File: config.mk
export PLATFORM = sky130hd
export DESIGN_NAME = serial_subtractor
export DESIGN_NICKNAME = d
export VERILOG_FILES = /design/src/rtl/serial_subtractor.sv
export SDC_FILE = /design/constraint.sdc
export NUM_CORES = 1
export LEC_CHECK = 0
export ABC_AREA = 1
export CAP_MARGIN = 20
export CORE_UTILIZATION = 35
export CTS_BUF_LIST = sky130_fd_sc_hd__clkbuf_16
export CTS_CLUSTER_DIAMETER = 30
export DETAILED_ROUTE_END_ITERATION = 10
export PLACE_DENSITY = 0.61
export REMOVE_ABC_BUFFERS = 1
export SYNTH_ARGS = -nofsm -noshare
export SYNTH_HDL_FRONTEND = slang
export SYNTH_SLANG_ARGS = --single-unit
export TNS_END_PERCENT = 5
File: constraint.sdc
create_clock -name clk -period 1.2 [get_ports clk]
set_input_delay 0.24 -clock clk [delete_from_list [all_inputs] [get_ports clk]]
set_output_delay 0.24 -clock clk [all_outputs]
set_load 0.05 [all_outputs]
File: src/rtl/serial_subtractor.sv
// Bit-serial unsigned subtractor: diff = a - b (mod 2^WIDTH), borrow = (a < b).
// One full-subtractor cell with a registered borrow, LSB first, valid/ready on both sides.
module serial_subtractor #(
   parameter int WIDTH = 8
) (
   input  logic             clk,
   input  logic             rst_n,
   input  logic             in_valid,
   output logic             in_ready,
   input  logic [WIDTH-1:0] a,
   input  logic [WIDTH-1:0] b,
   output logic             out_valid,
   input  logic             out_ready,
   output logic [WIDTH-1:0] diff,
   output logic             borrow
);

   localparam int CW = $clog2(WIDTH);
   localparam logic [CW-1:0] LAST_BIT = CW'(WIDTH - 1);

   typedef enum logic [1:0] {
      ST_IDLE,
      ST_RUN,
      ST_DONE
   } state_t;

   state_t           state_q;
   logic [CW-1:0]    cnt_q;
   logic             bin_q;
   logic [WIDTH-1:0] a_sh_q;
   logic [WIDTH-1:0] b_sh_q;
   logic [WIDTH-1:0] res_sh_q;
   logic [WIDTH-1:0] diff_q;
   logic             borrow_q;
   logic             in_ready_q;
   logic             out_valid_q;

   logic             a_bit;
   logic             b_bit;
   logic             d_bit;
   logic             bout_d;
   logic [WIDTH-1:0] res_sh_d;

   always_comb begin
      a_bit    = a_sh_q[0];
      b_bit    = b_sh_q[0];
      d_bit    = a_bit ^ b_bit ^ bin_q;
      bout_d   = (~a_bit & b_bit) | (~(a_bit ^ b_bit) & bin_q);
      res_sh_d = {d_bit, res_sh_q[WIDTH-1:1]};
   end

   always_ff @(posedge clk) begin
      if (!rst_n) begin
         state_q     <= ST_IDLE;
         cnt_q       <= '0;
         bin_q       <= 1'b0;
         a_sh_q      <= '0;
         b_sh_q      <= '0;
         res_sh_q    <= '0;
         diff_q      <= '0;
         borrow_q    <= 1'b0;
         in_ready_q  <= 1'b0;
         out_valid_q <= 1'b0;
      end else begin
         case (state_q)
            ST_IDLE: begin
               in_ready_q  <= 1'b1;
               out_valid_q <= 1'b0;
               if (in_valid && in_ready_q) begin
                  a_sh_q     <= a;
                  b_sh_q     <= b;
                  bin_q      <= 1'b0;
                  cnt_q      <= '0;
                  in_ready_q <= 1'b0;
                  state_q    <= ST_RUN;
               end
            end
            ST_RUN: begin
               a_sh_q   <= a_sh_q >> 1;
               b_sh_q   <= b_sh_q >> 1;
               res_sh_q <= res_sh_d;
               bin_q    <= bout_d;
               cnt_q    <= cnt_q + 1'b1;
               // last bit: publish the fully shifted result alongside the final borrow
               if (cnt_q == LAST_BIT) begin
                  diff_q      <= res_sh_d;
                  borrow_q    <= bout_d;
                  out_valid_q <= 1'b1;
                  cnt_q       <= '0;
                  state_q     <= ST_DONE;
               end
            end
            ST_DONE: begin
               if (out_ready) begin
                  out_valid_q <= 1'b0;
                  in_ready_q  <= 1'b1;
                  state_q     <= ST_IDLE;
               end
            end
            default: state_q <= ST_IDLE;
         endcase
      end
   end

   assign in_ready  = in_ready_q;
   assign out_valid = out_valid_q;
   assign diff      = diff_q;
   assign borrow    = borrow_q;

endmodule
Word-level counts from Yosys, hierarchy flattened

Index checks and enable logic that the tools add are counted.

Register bits after elaboration: 41
Input port bits: 20
Word-level logic and storage cells: 53

Muxes and demuxes: 19
Bitwise operators: 7
$add $sub $neg: 1
Equality and inequality tests: 6
Reductions and logical operators: 10

Operator list:

| cell                                           | count |
|---|---|
| case mux 8 bit (2 select lines)                | 2 |
| two-way mux 8 bit                              | 2 |
| two-way mux 2 bit                              | 3 |
| two-way mux 3 bit                              | 2 |
| inequality test 2 bit (second input constant)  | 3 |
| case mux 2 bit (3 select lines)                | 1 |
| case mux 3 bit (2 select lines)                | 1 |
| AND reduction 2 bit                            | 3 |
| AND reduction 3 bit                            | 2 |
| two-way mux 1 bit                              | 5 |
| case mux 1 bit (2 select lines)                | 2 |
| nonzero test 2 bit                             | 2 |
| adder 3 x 1 -> 3 bit (second input constant)   | 1 |
| == test 3 bit (second input constant)          | 1 |
| case mux 1 bit (3 select lines)                | 1 |
| nonzero test 3 bit                             | 1 |
| bitwise AND 1 bit                              | 2 |
| == test 2 x 1 -> 1 bit (second input constant) | 1 |
| == test 2 bit (second input constant)          | 1 |
| logical NOT 2 bit                              | 1 |
| NOT 1 bit                                      | 2 |
| bitwise XOR 1 bit                              | 2 |
| logical AND 1 bit                              | 1 |
| OR 1 bit                                       | 1 |

Longest topological paths before layout

Gate-level depths: netlist of the first run.

Depth in word-level cells: 5
Gate-level depth with buffers: 8
Mapped depth without buffers: 7

Least setup slack after synthesis of the first run

Ideal clock, no wire load.

Path type: register to register
Start: register in_ready_q (netlist: in_ready)
End: register b_sh_q[1]
Buffers on the path: 1
Data required time: 1.088 ns
Cell stages (with the launch flop): 7
Data arrival time: 1.398 ns
Slack: -0.310 ns
Cell sequence: dfxtp_1 nand2_1 nor2_1 nor2_4 buf_6 nor2_1 nor2_2

Cells in the longest elaborated chain, start to end: 3

Ends and longest elaborated chain:

| element                                | line | source |
|---|---|---|
| from (decl)                            | 35   | `logic in_ready_q;` |
| from (signal assigned)                 | 62   | `in_ready_q <= 1'b0;` |
| from (signal assigned)                 | 67   | `in_ready_q <= 1'b1;` |
| from (signal assigned)                 | 74   | `in_ready_q <= 1'b0;` |
| logical AND 1 bit                      | 69   | `if (in_valid && in_ready_q) begin` |
| inequality test 2 bit (no source line) | -    |  |
| AND reduction 2 bit (no source line)   | -    |  |
| to (signal assigned)                   | 80   | `b_sh_q <= b_sh_q >> 1;` |
| to (decl)                              | 31   | `logic [WIDTH-1:0] b_sh_q;` |

No other way between the ends.
A chain may end at the register's enable or synchronous reset.

Worst setup path in the final report of the first run

Start: input in_valid
End: register b_sh_q[1]

Cells in the longest elaborated chain, start to end: 3

Ends and longest elaborated chain:

| element                                | line | source |
|---|---|---|
| from (decl)                            | 8    | `input logic in_valid,` |
| logical AND 1 bit                      | 69   |  |
| inequality test 2 bit (no source line) | -    |  |
| AND reduction 2 bit (no source line)   | -    |  |

No other way between the ends.

==> metrics.txt, run 1 <==
first-pass GRT wire length ~7.4 mm; Final Hold Vio Count 0; vias in the first global route 1741; initial antenna violation count 0; #FFs+latches synth 40; CP arrival roughly 1400 ps; Initial Util approximately 36%; CP Cell Sequence clkdlybuf4s50_1 > nand2_1 > nor2_2 > nor2_4 > buf_12 > nor2_1 > nor2_2; CP dominant cell by count nor2_2; PortBufs 30; CTS buffer count 5; Final ANT Viol Nets 0; final slew viol count 0; delay-heaviest family, CP buffers and inverters; Pwr Total 3.35 mW; critical path endpoint category register; Final Cycle Share 98.8%; Avg Cell Area, Syn 6.90 um^2; final net count around 360; hold path cells 2; root buffer cell clkbuf_16; CTS max path bufs 2; per-cell routed wire length ~10 um; Worst Path Required approximately 1400 ps; drt initial violations 47; Core Area 5540 um^2; setup ws final roughly 14 ps; RSZ-0062 raised after global routing true; worst slack at placement -271 ps; CP max FO 15; Seq/Total Area, Yosys between 30 and 40%; Routed Wire Length around 4.1 mm; mapped cell area 2020 um^2; DRC viols 0; GRT Overall Usage 15.3%; io pins 31; drt first pass iters 4; Fin Clk Skew approximately 2.3 ps; hold_buf cts 0; WS Path Type input port to register; CTS tree yes; Via-to-Cell Ratio approximately 4.4; worst hold margin roughly 470 ps; PD cells approximately 1200 nW/um^2; FF-to-FF path depth 6; worst-skew pair later-pin latency between 200 and 300 ps; share of post-route cells with drive strength above 1 a little over a fifth; GPL Wtd Cong about 0.8; Critical-path top delay cell clkdlybuf4s50_1; Via Count approximately 1800; Die ar. ~6100 um^2; final worst path period need between 1000 and 1500 ps; Finished Layout Cells 411; min-delay worst type register to register; clock edge transition at the registers on the reported setup and hold paths 60 ps; f_max between 0.8 and 0.9 GHz; startpoint types input port; peak supply drop 0.000770 V; Synth cell types 24; Antenna Cells 0; Cell Count Post-Placement 400; # Max-Cap Violations 0; FP Rows 27; die width 77.9 um; outcome completed; worst-margin pin slew about 240 ps; # setup viols final 0; Area growth syn-to-layout 39.4%; slowest stage delay, CP 500 ps; Yosys warning total 0; Crit path buffers/inverters 2; GRT overflow 0; detailed placer's ending HPWL between 2 and 3 mm; clk sink count 40; Leakage Power roughly 1.3 nW; Die H around 78 um; htree depth 2; largest net degree at the start of global routing 26; Slew HR between 80% and 90%; Post-Syn Instances around 290; cell depth of the worst setup path 7
[what timing repair did]
action,4_1_cts,5_1_grt
setup endpoints to repair,21,31
resized for setup,4,20
pin swaps,1,9
setup buffers,0,3
gates cloned,0,0
[metal layers]
metal  vias up  global-route usage [%]  share of wire, %
li1        982                       -                 -
met1       793                    17.8                47
met2        39                    27.0                47
met3         7                    4.24               3.9
met4         0                    4.63               1.4
met5         -                       0                 0
[stage by stage]
| stage | TNS, ps | cell area (um^2) | utilization, % |
|---|---|---|---|
| 2_1_floorplan | -5830 | 1890 | - |
| 3_3_place_gp | -5180 | 2550 | 46.1 |
| 3_5_place_dp | -5850 | 2550 | 46.1 |
| 4_1_cts | -330 | 2700 | 48.8 |
| 5_1_grt | -780 | 2810 | 50.7 |
| 6_report | 0 | 2810 | 50.7 |
[path summary, 6_finish.rpt]
kind                    start           to  slack, ps
setup / recovery     in_valid    b_sh_q[1]         10
hold reg to reg   res_sh_q[5]  res_sh_q[5]        470
setup reg to reg        bin_q      diff[7]         30
hold / removal    res_sh_q[5]  res_sh_q[5]        470
[registers in the layout, summed over array words and instances (netlist names), 2 cells and up]
signal	count
state_q	2
cnt_q	3
diff	8
res_sh_q	7
b_sh_q	8
a_sh_q	8
[synth_stat cells]
| library cell | n | area, um^2 |
|---|---|---|
| nand2_1 | 76 | 285 |
| inv_1 | 44 | 165 |
| nor2_1 | 43 | 161 |
| dfxtp_1 | 40 | 801 |
| nand3_1 | 32 | 160 |
| a21oi_1 | 15 | 75.1 |
| o21ai_0 | 9 | 45.0 |
| buf_6 | 8 | 90.1 |
| nor2_2 | 5 | 31.3 |
| buf_2 | 3 | 15.0 |
| nor2_4 | 3 | 33.8 |
| ha_1 | 2 | 25.0 |
| buf_12 | 1 | 20.0 |
| clkbuf_1 | 1 | 3.75 |
| fa_1 | 1 | 20.0 |
| inv_2 | 1 | 3.75 |
| inv_4 | 1 | 6.26 |
| nand2_4 | 1 | 11.3 |
| nand2_8 | 1 | 20.0 |
| nand3_4 | 1 | 17.5 |
| nand4_1 | 1 | 6.26 |
| o21ai_1 | 1 | 5.00 |
| o21bai_1 | 1 | 7.51 |
| or2_2 | 1 | 6.26 |
[power breakdown]
| part | internal [mW] | switching (mW) |
|---|---|---|
| registers | 1.42 | 0.0542 |
| logic | 0.301 | 0.315 |
| clock network | 0.754 | 0.507 |
[kinds of logic after synthesis]
kind of cell / after synthesis / synth area share [%]
and+or+nand+nor: 164 / 36.4
adders and majority gates: 3 / 2.23
buffers and inverters: 59 / 15.1
AOI/OAI and AO/OA: 26 / 6.58
DFF: 40 / 39.7
[final cells by class]
| cell class | instances | area [um^2] |
|---|---|---|
| flip-flops and latches | 40 | 811 |
| fillers | 563 | 2730 |
| inverters | 46 | 175 |
| multi-input cells | 193 | 970 |
| well taps | 72 | 90.1 |
| clock inverters | 3 | 13.8 |
| clock buffers | 5 | 125 |
| repair buffers | 52 | 626 |
[placed cells by master (no fill, tap or decap)]
master           Yosys  final
nand3_1             32     32
nand3_4              1      1
buf_12               1     15
a21oi_2              0      2
buf_4                0     18
nor2_2               5      6
dfxtp_2              0      5
nand4_1              1      1
inv_4                1      1
clkdlybuf4s50_1      0     19
nor2_1              43     42
o21ai_1              1      1
o21ai_0              9      9
clkinv_2             0      2
dfxtp_1             40     34
nor2_4               3      3
a21oi_1             15     13
inv_2                1      4
nand2_2              0      4
or2_4                0      1
clkbuf_16            0      5
dfxtp_4              0      1
clkinv_1             0      1
o21bai_1             1      1
inv_1               44     41
nand2_8              1      2
fa_2                 0      1
ha_4                 0      2
nand2_1             76     72
[worst reg2reg max path: stages (launching register included)]
cell	delay, ps
dfxtp_2	330
inv_2	40
fa_2	540
inv_2	40
nand2_2	40
nand2_2	50
nor2_1	80
Note: power is estimated with default switching activity, not from simulation.
==> run 2: changes to the inputs <==
Settings changed: PLACE_DENSITY 0.61 to 0.59.
Clock period 1.2 ns to 1.1 ns, I/O delays scaled along.
==> metrics.txt, run 2 (same netlist as run 1, synthesis figures left out) <==
detailed placer's ending HPWL 2.84 mm; most frequent cells in the layout 72 x nand2_1, 41 x inv_1, 34 x nor2_1; setup ws final -84.5 ps; GPL Wtd Cong between 0.7 and 0.8; WS Path Type register to register; htree depth 2; f_max approximately 0.84 GHz; largest net degree at the start of global routing 24; clock edge transition at the registers on the reported setup and hold paths ~60 ps; Final Hold Vio Count 0; Switching Fraction 26.5%; Int Power 2.73 mW; Initial Util 36.4%; Die H ~80 um; # setup viols final 26; vias in the first global route between 1500 and 2000; min-delay worst type register to register; Antenna Cells 0; PortBufs 30; Worst setup endpoint diff[7]; Die ar. roughly 6100 um^2; FP Rows 27; PD cells 1280 nW/um^2; r2r setup slk -80 ps; peak supply drop ~0.00074 V; Via Count between 1500 and 2000; Final Cycle Share 108%; drt first pass iters 4; CTS max path bufs 2; clk sink count 40; Finished Layout Cells roughly 420; root buffer cell clkbuf_16; DRC viols 0; Area growth syn-to-layout 44.4%; worst-skew pair later-pin latency approximately 280 ps; Core Area between 5000 and 6000 um^2; critical path endpoint category register; Pwr Total about 3.7 mW; Clock power frac between 30% and 40%; GRT Overall Usage between 10% and 20%; Worst Path Required around 1300 ps; RR Endpoint diff[7]; Slew HR 86.3%; drt initial violations 44; most common cell after layout, fill and taps aside nand2_1; Leakage Power 1.29 nW; io pins 31; per-cell routed wire length roughly 10 um; die width 77.9 um; GRT overflow 0; FF-to-FF path depth 5; worst-margin pin slew approximately 200 ps; CTS buffer count 5; final slew viol count 0; Via-to-Cell Ratio 4.45; final net count about 370; Fin Clk Skew approximately 4.0 ps; Cell Count Post-Placement slightly above 400; Flop pwr share a little over two fifths; failing checks setup timing; CP max FO 2; # Max-Cap Violations 0; CP arrival 1410 ps; worst slack at placement -363 ps; initial antenna violation count 0; worst flop-to-flop path startpoint a_sh_q[0]; final worst path period need about 1200 ps; Comb pwr share 19.4%; sw power 985 uW; startpoint types register; outcome finished, violations left; Final ANT Viol Nets 0; Routed Wire Length ~4.2 mm; CTS tree yes; CP startpoint a_sh_q[0]; first-pass GRT wire length between 7 and 8 mm; RSZ-0062 raised after global routing true; share of post-route cells with drive strength above 1 between 20% and 30%
run 2: cell types whose count changed in the layout (fill, tap and decap cells not counted), moves of 2 or more:
cell,change
buf_6,+5
clkinv_2,-2
dfxtp_1,-2
nor2_1,-8
nor2_2,+7
run 2: routing by layer:
layer  wire length [um]  global-route usage (%)  vias to the layer above
met2               2010                    26.6                       41
met3                186                    4.35                        7
met1               2000                    18.9                      811
met4                 55                    5.00                        0
li1                   -                       -                      996
met5                  0                       0                        -
run 2: repair_timing:
action,in CTS,in global routing
hold buffers,0,0
gates cloned,0,1
setup endpoints to repair,38,39
pin swaps,14,9
buffers inserted,4,1
gates resized for setup,27,19
run 2: worst min path at each step:
stage	to	slack, ps	cells after the start	from
after floorplan	diff[7]	340	2	rst_n
after global placement	res_sh_q[7]	450	2	res_sh_q[7]
after detailed placement	res_sh_q[4]	460	2	res_sh_q[4]
after CTS	res_sh_q[4]	470	2	res_sh_q[4]
after global routing	res_sh_q[6]	490	2	res_sh_q[6]
final	res_sh_q[4]	460	2	res_sh_q[4]
run 2: power by group through the flow:
stage	sequential [mW]	clock (mW)	combinational, mW
detailed placement	1.63	0	0.634
floorplan	1.65	0	0.341
finish	1.61	1.38	0.720
CTS	1.61	1.42	0.691
global placement	1.63	0	0.625
global route	1.62	1.49	0.821
run 2: stage by stage:
stage / area, um^2 / hold WS [ps] / utilization (%) / TNS (ps)
global placement: 2580 / 454 / 46.5 / -9410
CTS: 2840 / 467 / 51.3 / -618
finish: 2910 / 465 / 52.6 / -505
detailed placement: 2580 / 457 / 46.5 / -9430
global route: 2910 / 490 / 52.6 / -2410
floorplan: 1890 / 340 / - / -9730
run 2: area by class of cell:
class,count,area [um^2]
fillers,566,2630
clock buffers,5,125
well taps,72,90.1
repair buffers,57,669
multi-input cells,194,1020
clock inverters,3,15.0
inverters,46,180
flip-flops and latches,40,816
run 2: worst max-delay path, cell delays in order (launching register included):
cell	delay, ps
dfxtp_2	330
fa_2	580
inv_2	40
nand2_2	50
nand2_2	50
nor2_2	90
==> run 3: changes to the inputs <==
Settings changed: ABC_AREA 1 to default, GPL_TIMING_DRIVEN from default to 0, PLACE_DENSITY 0.59 to 0.6.
==> metrics.txt, run 3 <==
final net count 280; f_max about 0.76 GHz; FP Rows 25; CP max FO 6; Yosys warning total 0; most common cell after layout, fill and taps aside nand2_1; first-pass GRT wire length roughly 7.5 mm; Placed Area about 2100 um^2; most numerous cell in the Yosys netlist nand2_1; die width ~73 um; final worst path period need around 1300 ps; CP Cell Sequence ha_4 > ha_4 > and3b_2 > buf_4 > nand2_1 > a21oi_1; Synth cell types 29; GPL Wtd Cong 0.691; most frequent cells in the layout 61 x nand2_1, 33 x dfxtp_1, 17 x clkdlybuf4s50_1; Critical-path top delay cell dfxtp_2; io pins 31; final instance area between 2000 and 3000 um^2; # setup viols final 32; Post-Syn Instances roughly 220; Die ar. ~5300 um^2; CTS buffer count 5; GRT Overall Usage a little under a fifth; #FFs+latches synth 40; CP dominant cell by count ha_4; Final ANT Viol Nets 0; initial antenna violation count 0; commonest cells in the netlist 66 x nand2_1, 40 x dfxtp_1, 17 x a21oi_1; CTS max path bufs 2; clock edge transition at the registers on the reported setup and hold paths around 60 ps; Worst Path Required ~1300 ps; clk sink count 40; Async SR Flop Fraction 0%; area leader, netlist dfxtp_1; GRT overflow 0; per-cell routed wire length roughly 13 um; Synth area leaders dfxtp_1 45%, nand2_1 14%, o311ai_0 6.4%; post-layout utilization of the core between 50 and 60%; area fraction of the dominant cell type after synthesis 45.3%; RSZ-0062 raised after global routing true; CTS tree yes; Final Cycle Share 119%; Via Count 1681; Avg Cell Area, Syn just over 8 um^2; Primary FF master, synth dfxtp_1; htree depth 2; final slew viol count 0; Area growth syn-to-layout 41.6%; hold_buf cts 0; Pwr Total between 3 and 4 mW; drt first pass iters 4; Crit path buffers/inverters 1; startpoint types register; largest net degree at the start of global routing 23; Final Hold Vio Count 0; Antenna Cells 0; failing checks setup timing; mapped cell area 1770 um^2; vias in the first global route approximately 1600; setup ws final -209 ps; worst-skew pair later-pin latency between 200 and 300 ps; CP arrival about 1500 ps; Routed Wire Length between 4 and 5 mm; Slew HR between 70% and 80%; number of flops mapped to enable cells by yosys 0; critical path endpoint category register; delay-heaviest family, CP flip-flops; root buffer cell clkbuf_16; drt initial violations 96; Fin Clk Skew ~3.3 ps; outcome finished, violations left; detailed placer's ending HPWL approximately 2.3 mm; min-delay worst type input port to register; PortBufs 30; # Max-Cap Violations 0; share of post-route cells with drive strength above 1 26.0%; DRC viols 0; WS Path Type register to register; worst-margin pin slew about 330 ps; worst hold margin ~370 ps; FILL cells 473; Seq/Total Area, Yosys 45.3%; Die H ~73 um; Core Area around 4800 um^2; Setup TNS -3960 ps; slowest stage delay, CP approximately 340 ps; Via-to-Cell Ratio just over 5; Initial Util 36.9%; peak supply drop between 0.001 and 0.0015 V; Leakage Power 0.915 nW; PD cells roughly 1500 nW/um^2
==> run 3: changes by cell type after synthesis, sizes merged, moves of 3 or more <==
cell,delta
nand2b,+14
nor2b,+3
a21oi,+3
inv,-42
nor2,-47
nand2,-12
a31oi,+16
nand3,-29
o21ai,-6
o311ai,+13
==> run 3: layout make-up <==
class	instances	area (um^2)	share of cell area (%)
Clock buffer	5	125	5.00
Timing Repair Buffer	45	410	16.4
Sequential cell	40	815	32.5
Inverter	4	18.8	0.750
Timing Repair inverter	1	7.51	0.300
Tap cell	67	83.8	3.35
Clock inverter	3	42.5	1.70
Multi-Input combinational cell	160	1000	40.0
==> run 3: cell families (layout without fill, tap and decap cells) <==
| kind of cell | count (synthesis) | count (layout) | share of synthesized area (%) |
|---|---|---|---|
| and+or+nand+nor | 98 | 100 | 25.2 |
| AOI/OAI and AO/OA | 56 | 56 | 21.5 |
| DFF | 40 | 40 | 45.3 |
| buffers and inverters | 19 | 58 | 4.82 |
| adders and majority gates | 3 | 3 | 2.55 |
| muxes | 1 | 1 | 0.637 |
==> run 3: layer usage <==
layer | track usage [%] | vias to the layer above | wire length (um)
li1 | - | 852 | -
met1 | 23.4 | 787 | 2110
met2 | 30.9 | 37 | 2040
met3 | 3.73 | 5 | 171
met4 | 5.66 | 0 | 43
met5 | 0 | - | 0
==> run 3: what timing repair did <==
action / CTS / global route
endpoints found under the setup margin: 51 / 47
pin swaps: 5 / 4
buffers inserted: 13 / 2
gates resized for setup: 89 / 21
cloned: 3 / 0
==> run 3: final timing paths <==
check             startpoint       end  slack, ps  depth (start not counted)
hold / removal         rst_n  in_ready        370                          2
setup / recovery    cnt_q[0]   diff[6]       -210                          6
setup reg to reg    cnt_q[0]   diff[6]       -210                          6
hold reg to reg      diff[1]   diff[1]        450                          2
==> run 3: power by group <==
group          internal (mW)  switching (mW)  total, mW
Combinational          0.229           0.230      0.459
Sequential              1.53          0.0655       1.59
Clock                   1.06           0.567       1.63
Total                   2.82           0.862       3.68
==> run 3: stage by stage <==
stage	cells	setup WS, ps
detailed placement	299	-1290
global route	325	-260
global placement	299	-1480
finish	325	-209
floorplan	202	-700
CTS	323	-191
